**src/rtl/matrix_elementwise_unit.sv**
```systemverilog
// matrix_elementwise_unit: element-wise add/sub/absdiff over a ROWS x COLS tile,
// LANES elements per cycle in row-major order, with optional clamping and abort.
module matrix_elementwise_unit #(
  parameter int ROWS   = 4,
  parameter int COLS   = 4,
  parameter int DATA_W = 8,
  parameter int LANES  = 1,
  parameter int RES_W  = DATA_W + 1
) (
  input  logic                          clk,
  input  logic                          rst_n,
  input  logic                          start,
  input  logic                          abort,
  input  logic [1:0]                    op,
  input  logic                          sat_en,
  input  logic [ROWS*COLS*DATA_W-1:0]   a_flat,
  input  logic [ROWS*COLS*DATA_W-1:0]   b_flat,
  output logic [ROWS*COLS*RES_W-1:0]    c_flat,
  output logic                          busy,
  output logic                          done
);
  localparam int N  = ROWS * COLS;
  localparam int IW = $clog2(N + 1);
  localparam logic [RES_W-1:0] MAX = {1'b0, {DATA_W{1'b1}}};
  if (N % LANES != 0 || RES_W != DATA_W + 1) begin : g_bad_params
    $error("LANES must divide ROWS*COLS and RES_W must equal DATA_W+1");
  end
  typedef enum logic {IDLE, RUN} state_t;
  state_t state, state_n;
  logic [N*DATA_W-1:0] a_q, b_q;
  logic [1:0]          op_q;
  logic                sat_q;
  logic [IW-1:0]       idx;
  logic                last, go;
  logic [RES_W-1:0]    res [LANES];
  // Arithmetic is done one bit wider than RES_W so the sign is visible for clamping.
  function automatic logic [RES_W-1:0] calc(input logic [DATA_W-1:0] a, input logic [DATA_W-1:0] b,
                                            input logic [1:0] o, input logic s);
    logic [RES_W:0] sum, dif, r;
    sum = {2'b0, a} + {2'b0, b};
    dif = {2'b0, a} - {2'b0, b};
    r   = (o == 2'b01) ? dif : (o == 2'b10) ? (dif[RES_W] ? -dif : dif) : sum;
    return !s ? r[RES_W-1:0] : r[RES_W] ? '0 : (r[RES_W-1:0] > MAX) ? MAX : r[RES_W-1:0];
  endfunction
  assign last = idx == IW'(N - LANES);
  assign go   = start && !abort;
  always_comb begin
    for (int l = 0; l < LANES; l++)
      res[l] = calc(a_q[(int'(idx) + l)*DATA_W +: DATA_W], b_q[(int'(idx) + l)*DATA_W +: DATA_W],
                    op_q, sat_q);
  end
  always_comb begin
    state_n = state;
    state_n = (state == IDLE) ? (go ? RUN : IDLE) : ((abort || last) ? IDLE : RUN);
  end
  always_ff @(posedge clk or negedge rst_n)
    if (!rst_n) state <= IDLE;
    else        state <= state_n;
  always_ff @(posedge clk or negedge rst_n)
    if (!rst_n) begin
      a_q    <= '0;
      b_q    <= '0;
      op_q   <= '0;
      sat_q  <= 1'b0;
      idx    <= '0;
      busy   <= 1'b0;
      done   <= 1'b0;
      c_flat <= '0;
    end else begin
      done <= 1'b0;
      if (state == IDLE) begin
        if (go) begin
          a_q   <= a_flat;
          b_q   <= b_flat;
          op_q  <= op;
          sat_q <= sat_en;
          idx   <= '0;
          busy  <= 1'b1;
        end
      end else if (abort) begin
        busy <= 1'b0;
        idx  <= '0;
      end else begin
        for (int l = 0; l < LANES; l++)
          c_flat[(int'(idx) + l)*RES_W +: RES_W] <= res[l];
        idx  <= last ? '0 : idx + IW'(LANES);
        busy <= !last;
        done <= last;
      end
    end
endmodule

```
**config.mk**
```make
export PLATFORM = sky130hd
export DESIGN_NAME = matrix_elementwise_unit
export DESIGN_NICKNAME = d
export VERILOG_FILES = /design/src/rtl/matrix_elementwise_unit.sv
export SDC_FILE = /design/constraint.sdc
export NUM_CORES = 1
export LEC_CHECK = 0
export BUFFER_PORTS_ARGS = -buffer_cell sky130_fd_sc_hd__buf_2
export CORE_MARGIN = 1
export CORE_UTILIZATION = 59
export DETAILED_ROUTE_END_ITERATION = 10
export PLACE_DENSITY_LB_ADDON = 0.05
export RECOVER_POWER = 50
export SYNTH_ARGS = -nofsm -noshare
export SYNTH_HDL_FRONTEND = slang
export SYNTH_SLANG_ARGS = --single-unit
export TNS_END_PERCENT = 1
```
**constraint.sdc**
```tcl
create_clock -name clk -period 13.95 [get_ports clk]
set_input_delay 2.79 -clock clk [delete_from_list [all_inputs] [get_ports clk]]
set_output_delay 2.79 -clock clk [all_outputs]
set_load 0.005 [all_outputs]
```
# After elaboration in Yosys (flattened, before gate mapping)
# Index checks and enable logic that the tools add are counted.
# word_totals
ff_bits	411
in_bits	263
out_inout_bits	146
word_cells	51
# classes
add_sub_neg	5
n_mul	1
magnitude_cmp	1
n_eq_ne	3
shifts	4
n_mux	19
bitwise_logic	2
n_reduce_logical	7
# op_table
operator	count
$shiftx A128 B9 Y8	2
$bwmux W144	1
$shift A9 B33 Y144 const A	1
$shiftx A9 B33 Y144	1
$neg A9 Y33	1
$mux W10	3
$mux W9	3
$mux W5	4
$neg A10 Y10	1
$add A8 B8 Y9	1
$gt A9 B8 Y1 const B	1
$mul A5 B4 Y9 const B	1
$sub A8 B8 Y9	1
$mux W1	8
$add A5 B1 Y5 const B	1
$eq A5 B4 Y1 const B	1
$reduce_and A2 Y1	2
$eq A2 B1 Y1 const B	1
$eq A2 B2 Y1 const B	1
$logic_not A1 Y1	2
$not A1 Y1	2
$reduce_bool A2 Y1	1
$logic_and A1 B1 Y1	1
$logic_or A1 B1 Y1	1

# Depth between registers and ports, before layout
# Gate-level depths: netlist of run 1.
# depth
ltp_word	12
ltp_mapped	21
ltp_nobuf	16

# Worst setup path after synthesis of run 1
# OpenSTA, ideal clock, no wires.
# synth_timing
path_type	reg2reg
from	register idx[0]
to	register c_flat[114]
setup_ns	0.121
arrival_ns	4.743
required_ns	13.829
path_slack_ns	9.086
stages_incl_launch_ff	17
path_buffers	3
period_less_slack_ns	4.864
cell_sequence	dfrtp_1 -> clkbuf_1 -> buf_1 -> mux4_2 -> mux4_2 -> nor2b_1 -> ha_1 -> fa_1 -> nand2b_1 -> a21oi_1 -> o2111ai_1 -> a311oi_1 -> nor2_1 -> xnor2_1 -> a211o_2 -> buf_4 -> a22o_1
# synth_via
elab_chain_len	12
elab_cells_between_ends	17
classes_between	add/sub: 4; mul: 1; order compare: 1; shift: 4; mux: 7
# synth_rtl
element	line	text
start: declaration	33	logic [IW-1:0] idx;
start signal: assignment	86	idx <= last ? '0 : idx + IW'(LANES);
$shiftx A128 B9 Y8	49	res[l] = calc(a_q[(int'(idx) + l)*DATA_W +: DATA_W], b_q[(int'(idx) + l)*DATA_W +: DATA_W],
$sub A8 B8 Y9	41	dif = {2'b0, a} - {2'b0, b};
$neg A10 Y10	42	r = (o == 2'b01) ? dif : (o == 2'b10) ? (dif[RES_W] ? -dif : dif) : sum;
$mux W10 (3 in a row)	42	
$gt A9 B8 Y1	43	return !s ? r[RES_W-1:0] : r[RES_W] ? '0 : (r[RES_W-1:0] > MAX) ? MAX : r[RES_W-1:0];
$mux W9 (3 in a row)	43	
$shiftx A9 B33 Y144	85	c_flat[(int'(idx) + l)*RES_W +: RES_W] <= res[l];
$bwmux W144 *	85	
end signal: indexed assignment	85	
end: declaration	18	output logic [ROWS*COLS*RES_W-1:0] c_flat,
# Every way passes the cells marked *; elsewhere a longest branch is shown, timed or not.
# A chain may end at the register's enable or synchronous reset.

==> out/metrics.cfg, run 1 <==
[timing]
rsz0062_at_grt = no
hold_violations = 0
hold_ws_ns = 0.473
maxClockFrequency_ghz = 0.131
fin_setup_tns_ns = 0
setup_viol = 0
slew_viol_final = 167
period_minus_slack_ns = 7.63
period_share_pct = 54.7
slew_headroom_pct = -259
worstMarginPinSlew_ns = 5.39
clock_skew_ns = 0.0151

[route]
final_antenna_net_count = 0
drc = 0
wl_per_cell_um = 21.4
detail_route.vias_per_cell = 5.92
num_vias = 13600
drtPass1Iterations = 5
initialDrtViolationCount = 1077
wl_um = 49000

[power]
ir_worst_vdd_mv = 0.125
powerDensity_mw_per_mm2 = 179
power_leakage_nw = 10.5

[yosys]
synth_seq_area_share_pct = 54.2
ys_async_sr_fraction_pct = 100
yosys.area.top_type_share_pct = 54.2
synth_area_leader_cell = dfrtp_1
synth.area.top_cells = dfrtp_1 54%, mux2_2 16%, mux4_2 7.8%
synth_cell_types = 59
synth-edff-count = 0
ys_seq_elements = 411
syn_avg_cell_area_um2 = 12.8
ys.flop_type = dfrtp_1
synth.cell_area_mm2 = 0.0190
syn_nets = 1771
yosysWarnings = 0
postSynthCellCount = 1487

[clock_network]
clkSinkCount = 411
insertion_delay_ns = 0.54
cts_resized = 0
cts_buffer_depth = 3
post_cts_buffers = 0
cts-buffers-inserted = 43
cts_htree_levels = 2
cts_tree = yes
path_clk_slew_ns = 0.06
ctsHoldBuffers = 0
cts_root_buf = clkbuf_16

[placement]
gp_congestion = 0.886
hpwl_um = 34900
port_buffers = 408

[min_path]
worstHoldStart = c_flat[80]$_DFFE_PN0P_
worstHoldPathCells = 2
hold_end = c_flat[80]$_DFFE_PN0P_
min_path_type = flip-flop to flip-flop

[worst_setup_path]
arrival_ns = 8.16
reg2regPathDepth = 13
cp-start-kind = primary input
r2r_end = c_flat[72]$_DFFE_PN0P_
r2r_start = idx[0]$_DFFE_PN0P_
critPathKind = primary input to asynchronous set/reset pin
crit_fanout = 167
worst_setup_path_end_kind = asynchronous set/reset pin
crit_required_ns = 14.48
rrSetupSlack_ns = 7.24

[floorplanning]
initial_core_util_pct = 60.1
ios = 409
die_h_um = 181
rows = 65
die_w_um = 181
core_mm2 = 0.0316
dieArea_mm2 = 0.0329

[status]
status = finished with violations
violations = max-capacitance violations, max-slew violations

[layout]
area_growth_pct = 18.9
drive_gt1_share_pct = 40.6
fin_nets = 2137

[grt]
grt_pass1_wl_um = 78800
grt-ovfl-total = 0
first_global_vias = 14000
grt_max_degree = 168
track_usage_pct = 30.8
antenna_found_initial = 19

[job]
max-cap-violations = 2

[cell families (layout without fill, tap and decap cells)]
kind of cell / Yosys count / count (layout) / share of synthesized area [%]
adders and majority gates: 21 / 21 / 1.46
xor gates and xnor gates: 12 / 12 / 0.554
other: 0 / 12 / 0
AOI/OAI and AO/OA: 227 / 227 / 7.52
DFF: 411 / 411 / 54.2
buffers and inverters: 124 / 516 / 2.59
muxes: 378 / 378 / 26.1
and+or+nand+nor: 314 / 314 / 7.50
[per-stage QoR]
stage	std cells	setup WS, ns	instance area, um^2	util (%)	power, mW
floorplan	1487	9.09	19000	-	2.48
global placement	2210	7.42	21200	67.3	2.89
detailed placement	2210	7.26	21200	67.3	2.92
CTS	2281	7.22	22600	71.7	4.06
global route	2289	5.25	22500	71.4	4.25
finish	2293	6.32	22500	71.5	4.05
[layout make-up]
cell class              count  area, um^2
diodes                     12        30.0
well taps                 402         503
repair buffers            421        2050
clock inverters             9         120
multi-input cells         952        8190
fillers                  2378        9010
flip-flops and latches    411       10300
clock buffers              62        1270
inverters                  24        90.1
[state kept, by name, summed over array words and instances (netlist names)]
register / cells
c_flat: 144
op_q: 2
sat_q: 1
busy: 1
a_q: 128
idx: 5
done: 1
b_q: 128
state: 1
[synth_stat cells (all sizes together), types with 4 or more instances]
| library cell | instances |
|---|---|
| dfrtp | 411 |
| mux2 | 276 |
| nand2 | 142 |
| o21ai | 87 |
| clkbuf | 76 |
| mux4 | 66 |
| nor2 | 56 |
| a21oi | 53 |
| mux2i | 36 |
| nand3 | 29 |
| buf | 24 |
| inv | 23 |
| o31ai | 20 |
| ha | 19 |
| and2 | 18 |
| nand4 | 18 |
| a22o | 16 |
| a211oi | 14 |
| nand2b | 13 |
| nor2b | 13 |
| nor3 | 11 |
| a211o | 7 |
| xnor2 | 7 |
| xor2 | 5 |
| o22ai | 4 |
[worst max path at each step]
stage | start | endpoint | slack, ns
floorplan | idx[0]$_DFFE_PN0P_ | c_flat[114]$_DFFE_PN0P_ | 9.09
global placement | idx[0]$_DFFE_PN0P_ | c_flat[99]$_DFFE_PN0P_ | 7.42
detailed placement | idx[0]$_DFFE_PN0P_ | c_flat[99]$_DFFE_PN0P_ | 7.26
CTS | idx[0]$_DFFE_PN0P_ | c_flat[99]$_DFFE_PN0P_ | 7.22
global route | rst_n | c_flat[105]$_DFFE_PN0P_ | 5.25
finish | rst_n | a_q[110]$_DFFE_PN0P_ | 6.32
[per-layer routing]
layer	track usage [%]	vias to the layer above	routed length, um
li1	-	6138	-
met1	42.8	6852	21000
met4	9.19	14	1200
met3	6.81	84	3520
met5	0	-	81
met2	48.8	481	23200
[critical path, stage by stage]
cell and delay, ns:
clkbuf_1 3.69, buf_12 0.58, buf_4 0.87
[power breakdown]
| group | internal (mW) | total, mW | switching (mW) |
|---|---|---|---|
| clock network | 0.683 | 1.14 | 0.457 |
| logic | 0.572 | 1.34 | 0.770 |
| registers | 1.41 | 1.56 | 0.149 |
[layout by cell type, fill, tap and decap left out, types with 3 or more instances in the layout]
cell type	n
ha_1	19
bufinv_16	3
clkbuf_8	8
nor2_1	56
nand3_1	29
a211oi_1	14
o21ai_1	44
inv_1	21
o21ai_0	41
nor4_1	3
nand4_1	18
or2_2	3
nor2b_1	13
o22ai_1	4
o2111ai_1	3
mux2i_1	36
o31ai_1	20
a21o_1	3
diode_2	12
nor3_1	11
nand2b_1	13
buf_2	335
xor2_1	5
nand2_1	142
mux2_2	274
a22o_1	16
buf_4	10
mux4_2	66
clkbuf_1	84
clkinv_2	6
clkbuf_16	45
and2_1	16
a21oi_1	53
a211o_1	6
xnor2_1	7
or3_1	3
a31oi_1	3
dfrtp_1	408
No activity file was read; power rests on OpenSTA's default activity.
==> inputs of run 2 (changes only) <==
--- a/config.mk
+++ b/config.mk
@@ -7,7 +7,7 @@
 export LEC_CHECK = 0
 export BUFFER_PORTS_ARGS = -buffer_cell sky130_fd_sc_hd__buf_2
 export CORE_MARGIN = 1
-export CORE_UTILIZATION = 59
+export CORE_UTILIZATION = 50
 export DETAILED_ROUTE_END_ITERATION = 10
 export PLACE_DENSITY_LB_ADDON = 0.05
 export RECOVER_POWER = 50
==> constraint.sdc (replaced) <==
create_clock -name clk -period 6.44 [get_ports clk]
set_input_delay 1.288 -clock clk [delete_from_list [all_inputs] [get_ports clk]]
set_output_delay 1.288 -clock clk [all_outputs]
set_load 0.005 [all_outputs]
==> run 2 against run 1 <==
  * The run still ends with max-capacitance violations, max-slew violations left
  * Register-to-register slack worse by 6.3 ns
  * Die area up 18%
  * Sequential power up 120%
  * Critical endpoint is now c_flat[119]$_DFFE_PN0P_
==> out/metrics.cfg, run 2 (same netlist as run 1, synthesis figures left out) <==
[route]
wl_um = 49900  ; +2.0%
detail_route.vias_per_cell = 5.60  ; -5.4%
final_antenna_net_count = 0  ; unchanged
num_vias = 13400  ; -0.95%
drtPass1Iterations = 8  ; +3
wl_per_cell_um = 20.8  ; -2.7%
initialDrtViolationCount = 738  ; -31%
drc = 0  ; unchanged

[clock_network]
cts_htree_levels = 2  ; unchanged
clkSinkCount = 411  ; unchanged
cts_resized = 0  ; unchanged
cts-buffers-inserted = 45  ; +4.7%
ctsHoldBuffers = 0  ; unchanged
post_cts_buffers = 0  ; unchanged
cts_tree = yes
cts_root_buf = clkbuf_16
cts_buffer_depth = 3  ; unchanged
insertion_delay_ns = 0.58  ; +0.04 ns
path_clk_slew_ns = 0.06  ; about the same

[status]
status = finished with violations
violations = max-capacitance violations, max-slew violations

[worst_setup_path]
arrival_ns = 6.01  ; -2.15 ns
worst_setup_path_end_kind = flip-flop
crit_required_ns = 6.92  ; -7.56 ns
cp_cell_sequence = mux4_2, mux4_2, nor2b_1, ha_1, fa_1, nand2b_1, a21oi_1, o2111ai_1, a311oi_1, nand4_1, a21boi_4, buf_4, nor2_1, a21oi_1
crit_fanout = 26  ; -84%
critPathKind = flip-flop to flip-flop
cpMaxStageDelayCell = dfrtp_4
cpPeakStageDelay_ns = 0.78  ; -2.91 ns
cp-start-kind = flip-flop

[layout]
layout_commonest_cell = dfrtp_1
top_regs = c_flat x144, a_q x128, b_q x128
fill_cells = 3094  ; +30%
final_cell_mix = 408 x dfrtp_1, 400 x buf_2, 275 x mux2_2
fin_nets = 2143  ; +0.28%
top_register = c_flat
drive_gt1_share_pct = 44.5  ; +3.9 points
fin_cells = 2402  ; +4.8%
area_growth_pct = 20.4
largest_reg_flops = 144  ; unchanged
postLayoutCellArea_mm2 = 0.0228  ; +1.2%
final_core_util_pct = 61.8  ; -9.7 points

[timing]
maxClockFrequency_ghz = 0.181
fin_ws_ns = 0.917  ; -5.40 ns
worstMarginPinSlew_ns = 3.28  ; -2.11 ns
rsz0062_at_grt = no
setup_viol = 0  ; unchanged
slew_viol_final = 473  ; +180%
slew_headroom_pct = -119  ; +140 points
hold_violations = 0  ; unchanged
period_share_pct = 85.8
fin_setup_tns_ns = 0  ; unchanged
clock_skew_ns = 0.0227  ; +0.00756 ns
period_minus_slack_ns = 5.52
hold_ws_ns = 0.466  ; -0.00683 ns

[grt]
grt_max_degree = 134  ; -20%
antenna_found_initial = 16  ; -3
grt-ovfl-total = 0  ; unchanged
grt_pass1_wl_um = 77700  ; -1.4%
first_global_vias = 13500  ; -3.5%
track_usage_pct = 26.2  ; -4.5 points

[placement]
dpl_cell_area_mm2 = 0.0215  ; +1.1%
hpwl_um = 35700  ; +2.4%
dpl.cell_count = 2316  ; +4.8%
gp_congestion = 0.920  ; +3.8%
port_buffers = 408  ; unchanged
place_ws_ns = 1.03  ; -6.23 ns

[floorplanning]
initial_core_util_pct = 51.3  ; -8.8 points
die_w_um = 197  ; +8.5%
core_mm2 = 0.0370  ; +17%
ios = 409  ; unchanged
rows = 70  ; +7.7%
dieArea_mm2 = 0.0387  ; +18%
die_h_um = 197  ; +8.5%

[job]
max-cap-violations = 4  ; +2

[power]
power_leakage_nw = 10.8  ; +3.1%
powerDensity_mw_per_mm2 = 387  ; +120%
p_total_mw = 8.84  ; +120%
ir_worst_vdd_mv = 0.292  ; +130%

[min_path]
min_path_type = flip-flop to flip-flop

run 2: cell count changes in the layout (fill, tap and decap cells not counted), sizes merged:
cell / previous run / this run
diode: 12 / 9
clkinvlp: 0 / 1
inv: 23 / 26
clkbuf: 137 / 78
buf: 346 / 413
bufinv: 3 / 1
run 2: critical path: cells and delay by family, from the launching register on:
family	cells	cell delay, ns
compound gates	5	1.57
mux	2	1.10
flops	1	0.78
fa+ha+maj	2	0.78
simple gates	4	0.74
buf+inv	1	0.39
run 2: layer usage:
metal / vias to the layer above / wire length (um) / GRT usage (%)
met3: 91 / 3470 / 6.83
li1: 6161 / - / -
met2: 392 / 22800 / 40.1
met5: - / 79 / 0
met1: 6782 / 22200 / 36.3
met4: 14 / 1410 / 9.39
run 2: cell type report:
type                    count  area (um^2)  area share (%)
inverters                  24         90.1           0.395
clock buffers              66         1320            5.76
clock inverters            11         93.8           0.411
well taps                 504          631            2.76
diodes                      9         22.5          0.0987
flip-flops and latches    411        10300            45.1
repair buffers            425         2190            9.58
multi-input cells         952         8190            35.9
run 2: final timing paths:
path	startpoint	endpoint	slack, ns	depth (start not counted)
worst max register to register	idx[0]$_DFFE_PN0P_	c_flat[119]$_DFFE_PN0P_	0.92	14
worst max-delay path	idx[0]$_DFFE_PN0P_	c_flat[119]$_DFFE_PN0P_	0.92	14
min in group asynchronous	rst_n	b_q[14]$_DFFE_PN0P_	1.66	1
max in group asynchronous	rst_n	c_flat[113]$_DFFE_PN0P_	1.40	2
worst min register to register	c_flat[71]$_DFFE_PN0P_	c_flat[71]$_DFFE_PN0P_	0.47	2
worst min-delay path	c_flat[71]$_DFFE_PN0P_	c_flat[71]$_DFFE_PN0P_	0.47	2
run 2: where the power goes:
part           switching [mW]  internal (mW)
Combinational            1.71           1.28
Sequential              0.315           3.07
Clock                    1.03           1.45
Total                    3.05           5.79
==> inputs of run 3 (changes only) <==
--- a/config.mk
+++ b/config.mk
@@ -9,6 +9,7 @@
 export CORE_MARGIN = 1
 export CORE_UTILIZATION = 50
 export DETAILED_ROUTE_END_ITERATION = 10
+export GPL_TIMING_DRIVEN = 0
 export PLACE_DENSITY_LB_ADDON = 0.05
 export RECOVER_POWER = 50
 export SYNTH_ARGS = -nofsm -noshare
==> run 3 against run 2 <==
  * Clock skew is 0.012 ns higher
  * Core utilization is 1.2 points higher
  * Largest power group unchanged
  * Worst setup slack worse by 0.55 ns
  * The run still ends with max-capacitance violations, max-slew violations left
==> out/metrics.cfg, run 3 (same netlist as run 1, synthesis figures left out) <==
[clock_network]
insertion_delay_ns = 0.58  ; about the same
ctsHoldBuffers = 0  ; unchanged
cts_htree_levels = 2  ; unchanged
path_clk_slew_ns = 0.06  ; about the same
cts_root_buf = clkbuf_16
cts-buffers-inserted = 44  ; -2.2%
clkSinkCount = 411  ; unchanged
cts_buffer_depth = 3  ; unchanged
cts_tree = yes
cts_resized = 2  ; +2
post_cts_buffers = 0  ; unchanged

[grt]
first_global_vias = 14000  ; +3.7%
track_usage_pct = 28.5  ; +2.2 points
grt_pass1_wl_um = 82600  ; +6.2%
grt-ovfl-total = 0  ; unchanged
grt_max_degree = 117  ; -13%
antenna_found_initial = 25  ; +9

[layout]
final_cell_mix = 421 x buf_2, 411 x dfrtp_1, 275 x mux2_2
largest_reg_flops = 144  ; unchanged
fin_nets = 2228  ; +4.0%
fill_cells = 3061  ; -1.1%
layout_commonest_cell = buf_2
final_core_util_pct = 63.0  ; +1.2 points
drive_gt1_share_pct = 43.3  ; -1.1 points
top_register = c_flat
top_regs = c_flat x144, a_q x128, b_q x128
area_growth_pct = 22.8
fin_cells = 2489  ; +3.6%

[route]
detail_route.vias_per_cell = 5.58  ; -0.20%
initialDrtViolationCount = 547  ; -26%
drtPass1Iterations = 7  ; -1
drc = 0  ; unchanged
wl_per_cell_um = 21.7  ; +4.2%
final_antenna_net_count = 0  ; unchanged
wl_um = 53900  ; +8.0%
num_vias = 13900  ; +3.4%

[status]
status = finished with violations
violations = max-capacitance violations, max-slew violations

[floorplanning]
rows = 70  ; unchanged
core_mm2 = 0.0370  ; unchanged
initial_core_util_pct = 51.3  ; unchanged
die_h_um = 197  ; unchanged
ios = 409  ; unchanged
die_w_um = 197  ; unchanged
dieArea_mm2 = 0.0387  ; unchanged

[placement]
hpwl_um = 40800  ; +14%
gp_congestion = 0.872  ; -5.2%
dpl.cell_count = 2402  ; +3.7%
port_buffers = 408  ; unchanged

[worst_setup_path]
crit_fanout = 10  ; -62%
critPathKind = flip-flop to flip-flop
cpPeakStageDelay_ns = 0.86  ; +0.08 ns
cp-start-kind = flip-flop
cp_cell_sequence = clkbuf_1, clkbuf_1, mux4_2, mux4_2, nor2b_1, ha_1, fa_1, nor2b_1, o2111ai_1, nand3_1, and2_1, o21ai_0, a21oi_1, xor2_2, clkbuf_1, a21oi_1
arrival_ns = 6.49  ; +0.48 ns
crit_path_frequent_cell = clkbuf_1
crit_required_ns = 6.86  ; -0.06 ns
worst_setup_path_end_kind = flip-flop
cpMaxStageDelayCell = clkbuf_1

[power]
ir_worst_vdd_mv = 0.244  ; -16%
power_leakage_nw = 11.0  ; +2.1%
power.share.sequential_pct = 36.4  ; -1.8 points
p_comb_share_pct = 34.4  ; +0.6 points
power.switching_mw = 3.12  ; +2.4%
clock_power_share_pct = 29.2  ; +1.2 points
p_int_mw = 5.98  ; +3.3%
switching_share_pct = 34.3  ; -0.20 points
powerDensity_mw_per_mm2 = 391  ; +0.92%

[timing]
maxClockFrequency_ghz = 0.165  ; -9.1%
hold_violations = 0  ; unchanged
clock_skew_ns = 0.0342  ; +0.0116 ns
worstMarginPinSlew_ns = 4.27  ; +0.986 ns
setup_viol = 0  ; unchanged
rsz0062_at_grt = yes
slew_viol_final = 77  ; -84%
period_share_pct = 94.3  ; +8.6 points
slew_headroom_pct = -184  ; -66 points
period_minus_slack_ns = 6.07  ; +0.552 ns
fin_setup_tns_ns = 0  ; unchanged

[min_path]
min_path_type = flip-flop to flip-flop

[job]
max-cap-violations = 1  ; -3

-- run 3: path summary, 6_finish.rpt --
kind / start / slack (ns) / endpoint / depth (start not counted)
worst max-delay path: idx[1]$_DFFE_PN0P_ / 0.37 / c_flat[137]$_DFFE_PN0P_ / 16
min in group asynchronous: rst_n / 2.21 / b_q[15]$_DFFE_PN0P_ / 1
worst max register to register: idx[1]$_DFFE_PN0P_ / 0.37 / c_flat[137]$_DFFE_PN0P_ / 16
worst min register to register: c_flat[106]$_DFFE_PN0P_ / 0.47 / c_flat[106]$_DFFE_PN0P_ / 2
max in group asynchronous: rst_n / 1.78 / a_q[50]$_DFFE_PN0P_ / 3
worst min-delay path: c_flat[106]$_DFFE_PN0P_ / 0.47 / c_flat[106]$_DFFE_PN0P_ / 2
-- run 3: power groups by stage --
stage	clock network [mW]	registers, mW	logic (mW)
2_1_floorplan	0	3.29	2.08
3_3_place_gp	0	3.33	3.07
3_5_place_dp	0	3.36	3.13
4_1_cts	2.71	3.31	3.14
5_1_grt	2.79	3.37	3.41
6_report	2.66	3.31	3.13
-- run 3: worst max-delay path: cells and delay by family (launching register included) --
kind / cells / cell delay (ns)
buffers and inverters: 3 / 1.70
multiplexers: 2 / 0.96
AND/OR/NAND/NOR: 4 / 0.94
adder cells (fa/ha/maj): 2 / 0.83
AO/OA/AOI/OAI: 4 / 0.64
XOR/XNOR: 1 / 0.45
flip-flops: 1 / 0.35
-- run 3: cell type report --
class	count	area, um^2	share of cell area [%]
Antenna cell	10	25.0	0.107
Buffer	100	409	1.76
Clock buffer	66	1370	5.87
Clock inverter	11	166	0.715
Inverter	24	90.1	0.387
Multi-Input combinational cell	952	8190	35.2
Sequential cell	411	10300	44.2
Tap cell	504	631	2.71
Timing Repair Buffer	411	2120	9.11
-- run 3: metrics by stage --
stage	total power, mW	worst slack [ns]	hold slack [ns]	cell area, um^2
4_1_cts	9.16	0.0378	0.476	23300
6_report	9.11	0.365	0.472	23300
3_3_place_gp	6.41	-4.09	0.456	21600
2_1_floorplan	5.36	1.58	0.473	19000
3_5_place_dp	6.48	-0.0785	0.462	21700
5_1_grt	9.57	-0.0229	0.494	23300
-- run 3: routing by layer --
| metal | up-vias | part of all wire, % | track usage, % |
|---|---|---|---|
| met4 | 28 | 2.6 | 10.5 |
| met1 | 7030 | 43 | 38.1 |
| met5 | - | 0.32 | 0 |
| li1 | 6332 | - | - |
| met3 | 96 | 6.5 | 7.05 |
| met2 | 413 | 47 | 45.1 |
